===== src/rtl/wb_collector.sv =====
`timescale 1ns / 1ps
`default_nettype none
// ============================================================================
// Module      : wb_collector
// Description : Writeback collector between the execute-stage result buses
//               (FLU, load, store, FPU) and the scoreboard write ports.
//               Each source is buffered in a small in-order FIFO. Up to
//               NR_WB_PORTS buffered heads are drained per cycle. A
//               round-robin pointer picks the scan start. The block asks
//               issue to stall when any buffer nears full. It keeps a
//               sticky flag when a result has to be dropped.
// Revision    : 1.0 - initial release
// ----------------------------------------------------------------------------
// Ports:
//   clk_i          in   clock
//   rst_ni         in   asynchronous active-low reset
//   flush_i        in   synchronous flush, discards every buffered result
//   src_valid_i    in   [NR_SRC]                 per-source result valid
//   src_trans_id_i in   [NR_SRC*TRANS_ID_BITS]   per-source scoreboard tag
//   src_result_i   in   [NR_SRC*XLEN]            per-source result
//   src_exc_i      in   [NR_SRC*EXC_W]           per-source exception
//   wb_valid_o     out  [NR_WB_PORTS]            writeback valid per port
//   wb_trans_id_o  out  [NR_WB_PORTS*TRANS_ID_BITS]
//   wb_result_o    out  [NR_WB_PORTS*XLEN]
//   wb_exc_o       out  [NR_WB_PORTS*EXC_W]
//   issue_stall_o  out  some FIFO holds at least DEPTH-1 entries
//   overflow_o     out  sticky: a result was dropped (cleared by flush/reset)
// ============================================================================
module wb_collector #(
  parameter int unsigned NR_SRC        = 4,
  parameter int unsigned NR_WB_PORTS   = 2,
  parameter int unsigned DEPTH         = 2,
  parameter int unsigned TRANS_ID_BITS = 3,
  parameter int unsigned XLEN          = 64,
  parameter int unsigned EXC_W         = 129
) (
  input  logic                                 clk_i,
  input  logic                                 rst_ni,
  input  logic                                 flush_i,
  input  logic [NR_SRC-1:0]                    src_valid_i,
  input  logic [NR_SRC*TRANS_ID_BITS-1:0]      src_trans_id_i,
  input  logic [NR_SRC*XLEN-1:0]               src_result_i,
  input  logic [NR_SRC*EXC_W-1:0]              src_exc_i,
  output logic [NR_WB_PORTS-1:0]               wb_valid_o,
  output logic [NR_WB_PORTS*TRANS_ID_BITS-1:0] wb_trans_id_o,
  output logic [NR_WB_PORTS*XLEN-1:0]          wb_result_o,
  output logic [NR_WB_PORTS*EXC_W-1:0]         wb_exc_o,
  output logic                                 issue_stall_o,
  output logic                                 overflow_o
);

  // Entry layout: {trans_id, result, exception}
  localparam int unsigned ENTRY_W = TRANS_ID_BITS + XLEN + EXC_W;
  localparam int unsigned PTR_W   = $clog2(DEPTH);
  localparam int unsigned CNT_W   = $clog2(DEPTH + 1);
  localparam int unsigned SRC_W   = (NR_SRC > 1) ? $clog2(NR_SRC) : 1;
  localparam int unsigned GNT_W   = $clog2(NR_WB_PORTS + 1);

  logic [NR_SRC-1:0]      empty;
  logic [NR_SRC-1:0]      full;
  logic [NR_SRC-1:0]      near_full;
  logic [NR_SRC-1:0]      push;
  logic [NR_SRC-1:0]      pop;
  logic [NR_SRC-1:0]      drop;
  logic [ENTRY_W-1:0]     head [NR_SRC];

  logic [SRC_W-1:0]       rr_ptr;
  logic [SRC_W-1:0]       last_src;
  logic                   any_grant;
  logic [NR_WB_PORTS-1:0] port_vld;
  logic [SRC_W-1:0]       port_src [NR_WB_PORTS];
  logic                   overflow_q;

  // --------------------------------------------------------------------------
  // Per-source FIFOs
  // --------------------------------------------------------------------------
  for (genvar i = 0; i < NR_SRC; i++) begin : g_fifo
    logic [ENTRY_W-1:0] mem [DEPTH];
    logic [PTR_W-1:0]   wr_ptr;
    logic [PTR_W-1:0]   rd_ptr;
    logic [CNT_W-1:0]   cnt;
    logic [ENTRY_W-1:0] entry_in;

    assign entry_in = {src_trans_id_i[i*TRANS_ID_BITS +: TRANS_ID_BITS],
                       src_result_i[i*XLEN +: XLEN],
                       src_exc_i[i*EXC_W +: EXC_W]};

    assign empty[i]     = (cnt == '0);
    assign full[i]      = (cnt == CNT_W'(DEPTH));
    assign near_full[i] = (cnt >= CNT_W'(DEPTH - 1));
    assign head[i]      = mem[rd_ptr];

    // A full FIFO still accepts when its head leaves in the same cycle.
    assign push[i] = src_valid_i[i] & ~flush_i & (~full[i] | pop[i]);
    assign drop[i] = src_valid_i[i] & full[i] & ~pop[i];

    always_ff @(posedge clk_i or negedge rst_ni) begin
      if (!rst_ni) begin
        wr_ptr <= '0;
        rd_ptr <= '0;
        cnt    <= '0;
      end else if (flush_i) begin
        wr_ptr <= '0;
        rd_ptr <= '0;
        cnt    <= '0;
      end else begin
        if (push[i]) wr_ptr <= wr_ptr + PTR_W'(1);
        if (pop[i])  rd_ptr <= rd_ptr + PTR_W'(1);
        case ({push[i], pop[i]})
          2'b10:   cnt <= cnt + CNT_W'(1);
          2'b01:   cnt <= cnt - CNT_W'(1);
          default: cnt <= cnt;
        endcase
      end
    end

    // Payload storage needs no reset: occupancy is tracked by cnt alone.
    always_ff @(posedge clk_i) begin
      if (push[i]) mem[wr_ptr] <= entry_in;
    end
  end

  // --------------------------------------------------------------------------
  // Round-robin arbiter: cyclic scan from rr_ptr, the first non-empty
  // sources win ports in scan order, at most one pop per source.
  // --------------------------------------------------------------------------
  always_comb begin
    logic [SRC_W:0]   idx_ext;
    logic [SRC_W-1:0] idx;
    logic [GNT_W-1:0] n_gnt;

    pop       = '0;
    port_vld  = '0;
    last_src  = rr_ptr;
    any_grant = 1'b0;
    n_gnt     = '0;
    idx_ext   = '0;
    idx       = '0;
    for (int p = 0; p < NR_WB_PORTS; p++) port_src[p] = '0;

    for (int k = 0; k < NR_SRC; k++) begin
      idx_ext = {1'b0, rr_ptr} + (SRC_W + 1)'(k);
      if (idx_ext >= (SRC_W + 1)'(NR_SRC)) idx_ext = idx_ext - (SRC_W + 1)'(NR_SRC);
      idx = idx_ext[SRC_W-1:0];
      if (!empty[idx] && (n_gnt < GNT_W'(NR_WB_PORTS))) begin
        for (int p = 0; p < NR_WB_PORTS; p++) begin
          if (n_gnt == GNT_W'(p)) begin
            port_vld[p] = 1'b1;
            port_src[p] = idx;
          end
        end
        pop[idx]  = 1'b1;
        last_src  = idx;
        any_grant = 1'b1;
        n_gnt     = n_gnt + GNT_W'(1);
      end
    end
  end

  // --------------------------------------------------------------------------
  // Round-robin pointer and sticky overflow
  // --------------------------------------------------------------------------
  always_ff @(posedge clk_i or negedge rst_ni) begin
    if (!rst_ni) begin
      rr_ptr     <= '0;
      overflow_q <= 1'b0;
    end else if (flush_i) begin
      rr_ptr     <= '0;
      overflow_q <= 1'b0;
    end else begin
      if (any_grant) begin
        rr_ptr <= (last_src == SRC_W'(NR_SRC - 1)) ? '0 : last_src + SRC_W'(1);
      end
      if (|drop) overflow_q <= 1'b1;
    end
  end

  // --------------------------------------------------------------------------
  // Writeback ports: decoded from registered FIFO heads only, so a result
  // shows up the cycle after it was captured and never passes straight
  // through. Ungranted ports drive zero data.
  // --------------------------------------------------------------------------
  always_comb begin
    wb_valid_o    = port_vld;
    wb_trans_id_o = '0;
    wb_result_o   = '0;
    wb_exc_o      = '0;
    for (int p = 0; p < NR_WB_PORTS; p++) begin
      for (int s = 0; s < NR_SRC; s++) begin
        if (port_vld[p] && (port_src[p] == SRC_W'(s))) begin
          wb_trans_id_o[p*TRANS_ID_BITS +: TRANS_ID_BITS] = head[s][EXC_W+XLEN +: TRANS_ID_BITS];
          wb_result_o[p*XLEN +: XLEN]                     = head[s][EXC_W +: XLEN];
          wb_exc_o[p*EXC_W +: EXC_W]                      = head[s][EXC_W-1:0];
        end
      end
    end
  end

  assign issue_stall_o = |near_full;
  assign overflow_o    = overflow_q;

endmodule
`default_nettype wire

===== config.mk =====
export PLATFORM = sky130hd
export DESIGN_NAME = wb_collector
export DESIGN_NICKNAME = d
export VERILOG_FILES = /design/src/rtl/wb_collector.sv
export SDC_FILE = /design/constraint.sdc
export NUM_CORES = 2
export LEC_CHECK = 0
export CORE_MARGIN = 4
export CORE_UTILIZATION = 25
export DETAILED_ROUTE_END_ITERATION = 10
export GPL_ROUTABILITY_DRIVEN = 0
export GPL_TIMING_DRIVEN = 0
export HOLD_SLACK_MARGIN = 0.12
export SLEW_MARGIN = 20
export SYNTH_ARGS = -nofsm -noshare
export SYNTH_HDL_FRONTEND = slang
export SYNTH_SLANG_ARGS = --single-unit

===== constraint.sdc =====
create_clock -name clk_i -period 33.6 [get_ports clk_i]
set_input_delay 5.04 -clock clk_i [delete_from_list [all_inputs] [get_ports clk_i]]
set_output_delay 5.04 -clock clk_i [all_outputs]
set_load 0.005 [all_outputs]

==> results.sh <==
export IMPL_ys_ff_latch=1587
export IMPL_crit_path_cell_trace="buf_1 > inv_1 > ha_1 > buf_2 > inv_1 > mux2i_4 > inv_2 > ha_1 > o221a_4 > buf_6 > nand2_1 > mux2i_2 > nand2_1 > clkbuf_2 > buf_2 > o22ai_2 > clkdlybuf4s50_1"
export IMPL_layout_commonest_cell="edfxtp_1"
export IMPL_cts_root_buf="clkbuf_16"
export IMPL_antenna_found_initial=97
export IMPL_drive_above_1_share=0.287
export IMPL_numCtsBuffers=185
export IMPL_area_growth_pct=35.7
export IMPL_fin_skew_ns=0.0364
export IMPL_route_vias_total=46200
export IMPL_grt_pass1_wl_um=401000
export IMPL_cts_tree="done"
export IMPL_synth_area_leaders="edfxtp_1, mux2_2, mux2i_1"
export IMPL_finalHoldViolCount=0
export IMPL_htree_levels=4
export IMPL_status="complete, no violations"
export IMPL_drt_initial_drc_count=4101
export IMPL_async_flop_share=0.0120
export IMPL_post_route_period_util=0.376
export IMPL_slowest_delay_ns=0.81
export IMPL_route_detailed_wl_per_inst_um=31.3
export IMPL_clk_pin_slew_worst_paths_ns=0.06
export IMPL_max_freq_mhz=79.2
export IMPL_die_w_um=540
export IMPL_io_pins=1187
export IMPL_grt_use_met3=0.0656
export IMPL_max_cap_violations=0
export IMPL_final_nets=6451
export IMPL_grt_util_met2=0.327
export IMPL_globalRouteOverflowTotal=0
export IMPL_cp_depth=17
export IMPL_dieArea_um2=291000
export IMPL_firstDrtPassIters=5
export IMPL_cts_setup_buffers=0
export IMPL_cp_buffers_inverters=9
export IMPL_route_detailed_drc=0
export IMPL_dpl_cell_area_um2=89500
export IMPL_yosys_warnings=0
export IMPL_maxSlewHeadroom=0.192
export IMPL_clk_latency_ns=0.82
export IMPL_detail_route_antenna_nets=0
export IMPL_top_usage_layer="met2"
export IMPL_setup_viol=0
export IMPL_instances_no_fill=9573
export IMPL_grt_pass1_vias=48100
export IMPL_dp_cells=9178
export IMPL_grt_use_total=0.196
export IMPL_fin_util=0.342
export IMPL_synth_flop_cell="edfxtp_1"
export IMPL_clock_path_buffers=4
export IMPL_synth_area_um2=70700
export IMPL_hold_depth=2
export IMPL_worstSetupPathType="reg -> out"
export IMPL_cts_hold_buffers=0
export IMPL_cts_resized=0
export IMPL_hp_class="reg -> reg"
export IMPL_syn_inst=4003
export IMPL_port_buffers=1185
export IMPL_rsz0062_at_grt="false"
export IMPL_arrival_ns=7.59
export IMPL_cp_top_family="buffers and inverters"
export IMPL_timing_critical_path_slowest_stage_cell="mux2i_2"
export IMPL_final_cell_mix="edfxtp_1, clkdlybuf4s50_1, mux2i_1"
export IMPL_use_met1=0.234
export IMPL_avgSynthCellArea_um2=17.6
export IMPL_crit_required_ns=28.56
export IMPL_slew_violations=0
export IMPL_fp_dieH_um=540
export IMPL_reg2regPathDepth=23
export IMPL_drt_wl_total_um=300000
export IMPL_synth_edff_count=1568
export IMPL_placementRows=194
export IMPL_viasPerCell=4.83
export IMPL_ys_types=56
export IMPL_fin_setup_tns_ns=0
export IMPL_syn_num_nets=4813
export IMPL_dp_final_hpwl_um=236000
export IMPL_clkSinkCount=1587
export IMPL_yosysSeqAreaShare=0.673
export IMPL_end_kind="output pin"
export IMPL_start_util=0.252
export IMPL_stdcell_area_um2=95900
export IMPL_core_area_um2=280000
export IMPL_synth_top_area_frac=0.666
export IMPL_grt_max_degree=20
export IMPL_worst_pin_slew_ns=1.21
export IMPL_post_route_min_period_ns=12.63
export IMPL_path_max_fanout=10
export IMPL_yosysTopAreaCell="edfxtp_1"
export IMPL_cp_start_kind="flop"
sequential cells by signal, indices dropped and copies added (netlist names):
signal and flops:
g_fifo.rd_ptr 4, overflow_o 1, g_fifo.mem 1568, g_fifo.wr_ptr 4, g_fifo.cnt 8, rr_ptr 2
metrics by stage:
step,setup slack (ns),hold WS (ns)
2_1_floorplan,12.93,0.510
3_3_place_gp,-5.91,0.537
3_5_place_dp,21.80,0.533
4_1_cts,20.81,0.550
5_1_grt,20.75,0.587
6_report,20.97,0.554
area by class of cell:
type	instances	area [um^2]
Antenna cell	55	138
Buffer	270	1530
Clock buffer	218	4820
Clock inverter	122	1410
Fill cell	26800	184000
Inverter	17	63.8
Multi-Input combinational cell	2129	21600
Sequential cell	1587	47600
Tap cell	3724	4660
Timing Repair Buffer	1451	14100
layer usage:
| layer | share of wire | wire length, um |
|---|---|---|
| met1 | 0.39 | 116000 |
| met2 | 0.47 | 141000 |
| met3 | 0.095 | 28400 |
| met4 | 0.043 | 13000 |
| met5 | 0.0017 | 508 |
logic make-up (layout without fill, tap and decap cells):
| kind of cell | count (synthesis) | after routing | share of synthesized area |
|---|---|---|---|
| multiplexers | 1589 | 1589 | 0.241 |
| AND/OR/NAND/NOR | 65 | 65 | 0.00437 |
| XOR/XNOR | 15 | 15 | 0.00197 |
| AO/OA/AOI/OAI | 441 | 441 | 0.0544 |
| flip-flops | 1587 | 1587 | 0.673 |
| adder cells (fa/ha/maj) | 19 | 19 | 0.00336 |
| other | 0 | 55 | 0 |
| buffers and inverters | 287 | 2078 | 0.0222 |
worst register-to-register path, stage by stage, from the launching register on:
cell	delay (ns)
dfrtp_1	0.46
buf_1	0.43
inv_1	0.26
ha_1	0.34
buf_2	0.24
mux4_2	0.65
o21bai_1	0.24
o221a_4	0.22
buf_6	0.14
a221o_1	0.38
o21ai_0	0.28
nor3b_2	0.70
buf_4	0.32
buf_4	0.24
buf_4	0.22
buf_4	0.22
buf_4	0.23
buf_4	0.24
buf_4	0.23
buf_6	0.16
buf_4	0.16
buf_4	0.21
buf_4	0.23
buf_4	0.19
Yosys cell counts, types with 9 or more instances:
cell type	n
buf_1	11
a21oi_1	9
edfxtp_1	1568
mux2_2	784
nand2_1	10
mux2i_1	795
ha_1	19
dfrtp_1	19
buf_4	54
o22ai_1	229
xnor2_1	9
inv_1	16
clkbuf_1	126
buf_6	30
o22ai_2	161
buf_2	48
nor2_1	27
path summary, 6_finish.rpt:
path	slack (ns)	to	from
min in group asynchronous	4.74	overflow_o$_DFFE_PN0P_	rst_ni
max in group asynchronous	28.28	g_fifo[0].rd_ptr$_DFFE_PN0P_	rst_ni
max reg2reg	26.30	g_fifo[2].mem[1][97]$_DFFE_PP_	rr_ptr[1]$_DFFE_PN0P_
min reg2reg	0.55	g_fifo[2].cnt[0]$_DFFE_PN0P_	g_fifo[2].cnt[0]$_DFFE_PN0P_
min	0.55	g_fifo[2].cnt[0]$_DFFE_PN0P_	g_fifo[2].cnt[0]$_DFFE_PN0P_
max	20.97	wb_exc_o[126]	rr_ptr[1]$_DFFE_PN0P_
Power is left out: the tool's default activity adds up to more than one toggle a clock period on the data nets, which glitch-free logic cannot reach.
